**src/rtl/weight_bank_memory_pkg.sv**
```systemverilog
// rtl/weight_bank_memory_pkg.sv - FSM state encodings and index-width helper for weight_bank_memory
package weight_bank_memory_pkg;

   typedef enum logic [1:0] {
      WB_IDLE = 2'd0,
      WB_LOAD = 2'd1,
      WB_READ = 2'd2
   } wb_state_t;

   // Index width that never collapses to zero bits for a single-entry range.
   function automatic int idx_bits(input int n);
      return (n > 1) ? $clog2(n) : 1;
   endfunction

endpackage

```
**src/rtl/weight_rd_seq.sv**
```systemverilog
// rtl/weight_rd_seq.sv - replay sequencer: address/issue counters and the registered valid/last stage
module weight_rd_seq
   import weight_bank_memory_pkg::*;
#(
   parameter int DEPTH      = 8,
   parameter int ADDR_WIDTH = idx_bits(DEPTH)
) (
   input  logic                  clk,
   input  logic                  rst,
   input  logic                  start,
   input  logic                  ready,
   output logic                  ren,
   output logic [ADDR_WIDTH-1:0] raddr,
   output logic                  valid,
   output logic                  last,
   output logic                  done
);

   localparam int CNT_WIDTH = $clog2(DEPTH + 1);
   localparam logic [CNT_WIDTH-1:0]  ISSUE_MAX = CNT_WIDTH'(DEPTH);
   localparam logic [ADDR_WIDTH-1:0] ADDR_MAX  = ADDR_WIDTH'(DEPTH - 1);

   logic                 active;
   logic [CNT_WIDTH-1:0] issued;
   logic                 advance;
   logic                 pending;

   assign advance = !valid || ready;
   assign pending = (issued != ISSUE_MAX);
   assign ren     = active && advance && pending;
   assign done    = valid && ready && last;

   always_ff @(posedge clk) begin
      if (rst) begin
         active <= 1'b0;
         issued <= '0;
         raddr  <= '0;
         valid  <= 1'b0;
         last   <= 1'b0;
      end else if (start) begin
         active <= 1'b1;
         issued <= '0;
         raddr  <= '0;
         valid  <= 1'b0;
         last   <= 1'b0;
      end else if (active && advance) begin
         if (pending) begin
            valid  <= 1'b1;
            last   <= (raddr == ADDR_MAX);
            issued <= issued + CNT_WIDTH'(1);
            if (raddr != ADDR_MAX)
               raddr <= raddr + ADDR_WIDTH'(1);
         end else begin
            // Final beat has just been accepted; the burst is over.
            valid  <= 1'b0;
            last   <= 1'b0;
            active <= 1'b0;
         end
      end
   end

endmodule

```
**src/rtl/weight_bank_memory.sv**
```systemverilog
// rtl/weight_bank_memory.sv - multi-lane weight store: lane-major stream load, per-address burst replay
module weight_bank_memory
   import weight_bank_memory_pkg::*;
#(
   parameter int NUM_BANKS  = 4,
   parameter int DEPTH      = 8,
   parameter int DATA_WIDTH = 16,
   parameter     WEIGHT_FILE = "w_all.mif",
   parameter logic [DEPTH*NUM_BANKS*DATA_WIDTH-1:0] WEIGHT_INIT = '0
) (
   input  logic                            clk,
   input  logic                            rst,
   input  logic                            ld_start,
   input  logic                            ld_valid,
   input  logic [DATA_WIDTH-1:0]           ld_data,
   output logic                            ld_ready,
   output logic                            ld_done,
   input  logic                            rd_start,
   input  logic                            rd_ready,
   output logic                            rd_valid,
   output logic [NUM_BANKS*DATA_WIDTH-1:0] rd_data,
   output logic                            rd_last,
   output logic                            busy
);

   localparam int ADDR_WIDTH = idx_bits(DEPTH);
   localparam int ROW_WIDTH  = NUM_BANKS * DATA_WIDTH;

   wb_state_t             state;
   wb_state_t             state_next;
   logic [ROW_WIDTH-1:0]  mem [DEPTH];
   logic                  seq_start;
   logic                  seq_ren;
   logic                  seq_done;
   logic [ADDR_WIDTH-1:0] raddr;
   logic                  rd_go;

   assign busy  = (state != WB_IDLE);
   assign rd_go = rd_start && ld_done;

   always_ff @(posedge clk) begin
      if (rst)
         state <= WB_IDLE;
      else
         state <= state_next;
   end

`ifdef WEIGHT_PRELOAD_EN
   initial begin
      for (int a = 0; a < DEPTH; a++)
         mem[a] = WEIGHT_INIT[a*ROW_WIDTH +: ROW_WIDTH];
   end

   assign ld_ready = 1'b0;
   assign ld_done  = 1'b1;

   always_comb begin
      state_next = state;
      seq_start  = 1'b0;
      case (state)
         WB_IDLE: if (rd_go) begin
            state_next = WB_READ;
            seq_start  = 1'b1;
         end
         WB_READ: if (seq_done) state_next = WB_IDLE;
         default: state_next = WB_IDLE;
      endcase
   end
`else
   localparam int LANE_WIDTH = idx_bits(NUM_BANKS);
   localparam logic [LANE_WIDTH-1:0] LANE_MAX = LANE_WIDTH'(NUM_BANKS - 1);
   localparam logic [ADDR_WIDTH-1:0] ADDR_MAX = ADDR_WIDTH'(DEPTH - 1);

   logic [LANE_WIDTH-1:0] wlane;
   logic [ADDR_WIDTH-1:0] waddr;
   logic                  ld_fire;
   logic                  ld_final;

   // A restart pulse takes priority over a beat presented in the same cycle.
   assign ld_ready = (state == WB_LOAD);
   assign ld_fire  = ld_ready && ld_valid && !ld_start;
   assign ld_final = ld_fire && (wlane == LANE_MAX) && (waddr == ADDR_MAX);

   always_comb begin
      state_next = state;
      seq_start  = 1'b0;
      case (state)
         WB_IDLE: begin
            if (ld_start) begin
               state_next = WB_LOAD;
            end else if (rd_go) begin
               state_next = WB_READ;
               seq_start  = 1'b1;
            end
         end
         WB_LOAD: if (ld_final) state_next = WB_IDLE;
         WB_READ: if (seq_done) state_next = WB_IDLE;
         default: state_next = WB_IDLE;
      endcase
   end

   always_ff @(posedge clk) begin
      if (rst) begin
         wlane   <= '0;
         waddr   <= '0;
         ld_done <= 1'b0;
      end else if (ld_start && (state != WB_READ)) begin
         wlane   <= '0;
         waddr   <= '0;
         ld_done <= 1'b0;
      end else if (ld_fire) begin
         if (waddr == ADDR_MAX) begin
            waddr <= '0;
            if (wlane != LANE_MAX)
               wlane <= wlane + LANE_WIDTH'(1);
         end else begin
            waddr <= waddr + ADDR_WIDTH'(1);
         end
         if (ld_final)
            ld_done <= 1'b1;
      end
   end

   always_ff @(posedge clk) begin
      if (ld_fire)
         mem[waddr][int'(wlane)*DATA_WIDTH +: DATA_WIDTH] <= ld_data;
   end
`endif

   always_ff @(posedge clk) begin
      if (rst)
         rd_data <= '0;
      else if (seq_ren)
         rd_data <= mem[raddr];
   end

   weight_rd_seq #(
      .DEPTH      (DEPTH),
      .ADDR_WIDTH (ADDR_WIDTH)
   ) u_rd_seq (
      .clk   (clk),
      .rst   (rst),
      .start (seq_start),
      .ready (rd_ready),
      .ren   (seq_ren),
      .raddr (raddr),
      .valid (rd_valid),
      .last  (rd_last),
      .done  (seq_done)
   );

endmodule

```
**config.mk**
```make
export PLATFORM = sky130hd
export DESIGN_NAME = weight_bank_memory
export DESIGN_NICKNAME = d
export VERILOG_FILES = /design/src/rtl/weight_bank_memory_pkg.sv /design/src/rtl/weight_rd_seq.sv /design/src/rtl/weight_bank_memory.sv
export SDC_FILE = /design/constraint.sdc
export NUM_CORES = 1
export LEC_CHECK = 0
export BUFFER_PORTS_ARGS = -buffer_cell sky130_fd_sc_hd__buf_2
export CAP_MARGIN = 30
export CORE_UTILIZATION = 25
export DETAILED_ROUTE_END_ITERATION = 7
export MAX_ROUTING_LAYER = met4
export PLACE_DENSITY_LB_ADDON = 0.08
export SLEW_MARGIN = 0
export SYNTH_ARGS = -nofsm -noshare
export SYNTH_HDL_FRONTEND = slang
export SYNTH_HIERARCHICAL = 1
export SYNTH_SLANG_ARGS = --single-unit
```
**constraint.sdc**
```tcl
create_clock -name clk -period 2.05 [get_ports clk]
set_input_delay 0.1025 -clock clk [delete_from_list [all_inputs] [get_ports clk]]
set_output_delay 0.1025 -clock clk [all_outputs]
set_load 0.005 [all_outputs]
```
# Yosys cells after proc, flatten, opt, wreduce, memory -nomap -nowiden
# Memory sizes are Yosys's and may differ from the RTL's. A register that Yosys moved wholly into a read port is not among the register bits.
# Index checks and enable logic that the tools add are counted.
# W data, S select, Z words.
[totals] out_inout_bits=69 n_memories=1 register_bits=18 input_bits=22 ram_bits=512
[memory_table] memory="mem" words=8 width=64 read_ports=1 rd_ports_with_merged_regs=1 write_ports=1 line_no="weight_bank_memory.sv:31" source="logic [ROW_WIDTH-1:0] mem [DEPTH];"
[op_classes] n_mux=16 reduce_logical=24 eq_ne=13 n_addsub=5 n_shift=2
[ops] cell="$mux W64" count=1
[ops] cell="$shift A16 B33 Y64 const A" count=1
[ops] cell="$shiftx A16 B33 Y64" count=1
[ops] cell="$neg A6 Y33" count=1
[ops] cell="$logic_and A1 B1 Y1" count=10
[ops] cell="$mux W1" count=9
[ops] cell="$reduce_and A3 Y1" count=3
[ops] cell="$mux W2" count=4
[ops] cell="$ne A2 B2 Y1 const B" count=4
[ops] cell="$add A3 B1 Y3 const B" count=2
[ops] cell="$eq A3 B3 Y1 const B" count=2
[ops] cell="$ne A3 B3 Y1 const B" count=2
[ops] cell="$pmux W2 S3" count=1
[ops] cell="$reduce_and A2 Y1" count=3
[ops] cell="$add A4 B1 Y4 const B" count=1
[ops] cell="$eq A2 B2 Y1 const B" count=2
[ops] cell="$ne A4 B4 Y1 const B" count=1
[ops] cell="$reduce_bool A2 Y1" count=2
[ops] cell="$reduce_or A2 Y1" count=2
[ops] cell="$mux W3" count=1
[ops] cell="$add A2 B1 Y2 const B" count=1
[ops] cell="$eq A2 B1 Y1 const B" count=1
[ops] cell="$logic_not A1 Y1" count=2
[ops] cell="$logic_not A2 Y1" count=1
[ops] cell="other kinds (2)" count=2

# Depth between registers and ports, before layout
[logic_depth] word_depth=7 mapped_depth=8 mapped_depth_nobuf=6

# Hierarchy
# Netlist, hierarchy kept.
[by_module_without_submodules] mod="weight_bank_memory" area_per_inst_um2=22984.5 instances=1 cells_each=1333 seq_area_each_um2=16816.1
[by_module_without_submodules] mod="weight_rd_seq" area_per_inst_um2=538.0 instances=1 cells_each=59 seq_area_each_um2=200.2

# Worst setup path after synthesis
# OpenSTA, ideal clock, no wires.
[synth_timing] kind="reg-to-reg" from="register state[1]" to="memory mem[7][48] (netlist bit), enable pin" period_less_slack_ns=2.257 setup_slack_ns=-0.207 setup_time_ns=0.388 stages_incl_launch_ff=5 path_buffers=1 arrival_ns=1.869 path_cell_list="dfxtp_1 -> nor4bb_1 -> clkbuf_1 -> nand2_1 -> nor2_1"
[synth_between] elab_chain_cells=5
[synth_lines] element="from (decl)" line_no="weight_bank_memory.sv:29" source="wb_state_t state;"
[synth_lines] element="from (signal assigned)" line_no="weight_bank_memory.sv:45" source="state <= state_next;"
[synth_lines] element="$eq A2 B1 Y1" line_no="weight_bank_memory.sv:80" source="assign ld_ready = (state == WB_LOAD);"
[synth_lines] element="$logic_and A1 B1 Y1 (2 in a row)" line_no="weight_bank_memory.sv:81" source="assign ld_fire = ld_ready && ld_valid && !ld_start;"
[synth_lines] element="$mux W1" line_no="weight_bank_memory.sv:125" source="if (ld_fire)"
[synth_lines] element="$mux W64 (not written as such)" line_no="weight_bank_memory.sv:126" source="mem[waddr][int'(wlane)*DATA_WIDTH +: DATA_WIDTH] <= ld_data;"
[synth_lines] element="to (decl)" line_no="weight_bank_memory.sv:31"
# No other way between the ends.

==> metrics.txt <==
most common cell after layout, fill and taps aside edfxtp_1; Sw Pwr slightly above 0.005 W; Site Rows around 110; r2r worst-path depth 6; DRC violation total after the first TritonRoute iteration between 600 and 700; max cap viols 0; Mean Syn Cell Area 16.90 um^2; number of remaining DRC errors 2; clock power share between 40% and 50%; storage element area 17020 um^2; crit path capture type flop; Internal 0.02023 W; status finished with violations; FMAX approximately 510 MHz; switching portion of total power 20.12%; vias per std cell around 4.4; Via Count roughly 13k; Layout area overhead 23.65%; warnings from Yosys 6; crit-path max FO 12; Num CTS Buffers 72; DR WL/cell 23.34 um; Synth async-reset ratio 0%; Reg clk slew, reported paths around 0.060 ns; Syn Nets around 1.4k; Final min period between 1.5 and 2 ns; largest net degree at the start of global routing 35; Hold Path Class input pin to flop; TritonRoute pass-1 iters 7; combinational power share under 10%; Post-synth EDFFs roughly 510; Crit path required time 2.50 ns; worst flop-to-flop path startpoint u_rd_seq/raddr[0]$_SDFFE_PP0P_; CTS tree done; Crit Reg-Reg Endpoint rd_data[15]$_SDFFE_PP0P_; hold path startpoint ld_data[9]; Detailed Place HPWL roughly 37000 um; WP data arrival 2.41 ns; root buffer cell clkbuf_16; Setup violations, final 0; chip height slightly above 300 um; total power around 0.025 W; Flop pwr share slightly above 50%; final worst slack between 0.08 and 0.09 ns; Leak 10.01 nW; Filler cells just over 9k; footprint of the multi-input gates roughly 6000 um^2; max_slew headroom approximately 50%; Final Hold Viols 0; utilization after layout between 30 and 40%; Final Skew 0.01786 ns; final wirelength around 68000 um; CTS sink count slightly below 600; worst hold stages 2; initial antenna violation count 10; core area 93330 um^2; Final Max Slew Viols 0; clock latency on the worst-skew pair ~0.60 ns; pre-CTS setup slack ~0.034 ns; most frequent cells in the layout 512 x edfxtp_1, 137 x mux2i_1, 129 x mux2_2, 89 x buf_2; Synth Register Bits between 500 and 600; Setup crit start kind flop; Synth Instances 1392; WHS Endpoint mem[4][57]$_DFFE_PP_; H-tree levels 3; violated checks design-rule violations; period utilization between 90% and 100%; Die Wd 308.7 um; fraction of layout cells with a size suffix above 1 between 30% and 40%; vias in the first global route 13.24k; DRT antenna net count 0; global-route wire length before repair 95340 um; Clock Path Buffers 3; Post-synth top flop edfxtp_1; port bufs 90; die area approximately 95000 um^2; reg2reg setup slack 0.09 ns; Initial Utilization approximately a quarter; grt total ovfl 0; worst hold slack around 0.16 ns; Seq/Total Area, Yosys just over 70%; worst-margin pin slew 0.7646 ns; power per cell area just under 900 nW/um^2; RD Place Congestion roughly 0.70; total track usage between 10% and 20%; IO Count around 90; Cell variety after synth 47; Final #Nets 1622; Worst VDD drop roughly 0.5 mV; cell area after synthesis about 24000 um^2; crit path kind flop to flop; RSZ-0062 raised after global routing yes
-- what timing repair did --
item                                   4_1_cts  5_1_grt
hold buffers                                 6        0
endpoints found under the hold margin       13        0
gates resized for setup                      0        4
setup buffers                                0        9
setup endpoints to repair                    0       22
-- kinds of logic after synthesis --
group	synth area share [%]
AOI/OAI and AO/OA	7.707
xor gates and xnor gates	0.03724
adders and majority gates	0.5851
buffers and inverters	2.633
DFF	72.34
muxes	12.01
and+or+nand+nor	4.691
-- registers in the layout (all words and copies together), names as in the netlist --
register         flops
mem                512
rd_data             64
u_rd_seq/issued      4
u_rd_seq/raddr       3
waddr                3
state                2
wlane                2
ld_done              1
u_rd_seq/active      1
u_rd_seq/last        1
u_rd_seq/valid       1
-- worst max-delay path: stages (launching register included) --
cell and delay (ns):
dfxtp_4 0.59, buf_6 0.25, buf_4 0.18, mux2_2 0.33, o22ai_1 0.18, a221o_1 0.20
a211oi_2 0.08
-- cell type report --
cell class	instances	share of cell area, %
flip-flops and latches	594	58.53
repair buffers	210	7.575
inverters	6	0.07743
clock buffers	118	7.421
clock inverters	15	0.2925
diodes	2	0.01721
multi-input cells	705	20.70
well taps	1254	5.394
-- Yosys cell counts, types with 3 or more instances --
cell type	count	area (um^2)
nor3_1	4	20.02
and2_1	64	400.4
buf_12	10	200.2
a211oi_1	22	165.2
ha_1	11	137.6
o221ai_1	22	192.7
o22ai_1	42	262.8
a22oi_1	23	172.7
nand2_1	18	67.56
mux2i_1	137	1371
clkbuf_1	47	176.4
buf_6	9	101.4
nor2b_1	3	18.77
mux2_2	129	1453
buf_1	7	26.28
buf_2	5	25.02
nand3_1	3	15.01
edfxtp_1	512	15370
nor3b_1	3	22.52
buf_4	9	67.56
inv_1	5	18.77
a211oi_2	42	525.5
nand3b_1	6	45.04
nor2_1	108	405.4
or3_1	3	18.77
dfxtp_1	82	1642
a221o_1	42	420.4
-- worst max-delay path by stage --
stage / startpoint / end / slack [ns] / cells after the start
after detailed placement: u_rd_seq/raddr[0]$_SDFFE_PP0P_ / rd_data[23]$_SDFFE_PP0P_ / 0.03 / 6
after CTS: u_rd_seq/raddr[0]$_SDFFE_PP0P_ / rd_data[23]$_SDFFE_PP0P_ / 0.007 / 6
after global routing: u_rd_seq/issued[0]$_SDFFE_PP0P_ / rd_data[52]$_SDFFE_PP0P_ / -0.02 / 9
after floorplan: state[1]$_SDFFE_PP0P_ / mem[7][48]$_DFFE_PP_ / -0.21 / 4
after global placement: u_rd_seq/raddr[0]$_SDFFE_PP0P_ / rd_data[50]$_SDFFE_PP0P_ / 0.06 / 5
final: u_rd_seq/raddr[0]$_SDFFE_PP0P_ / rd_data[15]$_SDFFE_PP0P_ / 0.09 / 6
-- power groups by stage --
| stage | Combinational (W) | Clock (W) | Sequential (W) |
|---|---|---|---|
| 3_3_place_gp | 0.000260 | 0 | 0.0132 |
| 5_1_grt | 0.000277 | 0.0129 | 0.0130 |
| 3_5_place_dp | 0.000263 | 0 | 0.0132 |
| 6_report | 0.000255 | 0.0121 | 0.0130 |
| 4_1_cts | 0.000271 | 0.0125 | 0.0130 |
| 2_1_floorplan | 0.0000859 | 0 | 0.0132 |
-- per-layer routing --
| layer | global-route usage [%] | share of wire, % | vias to the layer above |
|---|---|---|---|
| met3 | 2.158 | 3.4 | 86 |
| met5 | - | 0 | - |
| li1 | - | - | 5885 |
| met1 | 18.90 | 46 | 6642 |
| met2 | 23.25 | 49 | 221 |
| met4 | 4.050 | 1.7 | 0 |
-- per-stage QoR --
stage | instance area (um^2) | cells | setup TNS (ns)
floorplan | 23520 | 1392 | -105.39
global placement | 26610 | 2751 | 0
detailed placement | 26610 | 2751 | 0
CTS | 28920 | 2890 | 0
global route | 29080 | 2902 | -0.07113
finish | 29090 | 2904 | 0
(Power assumes the default switching activity.)
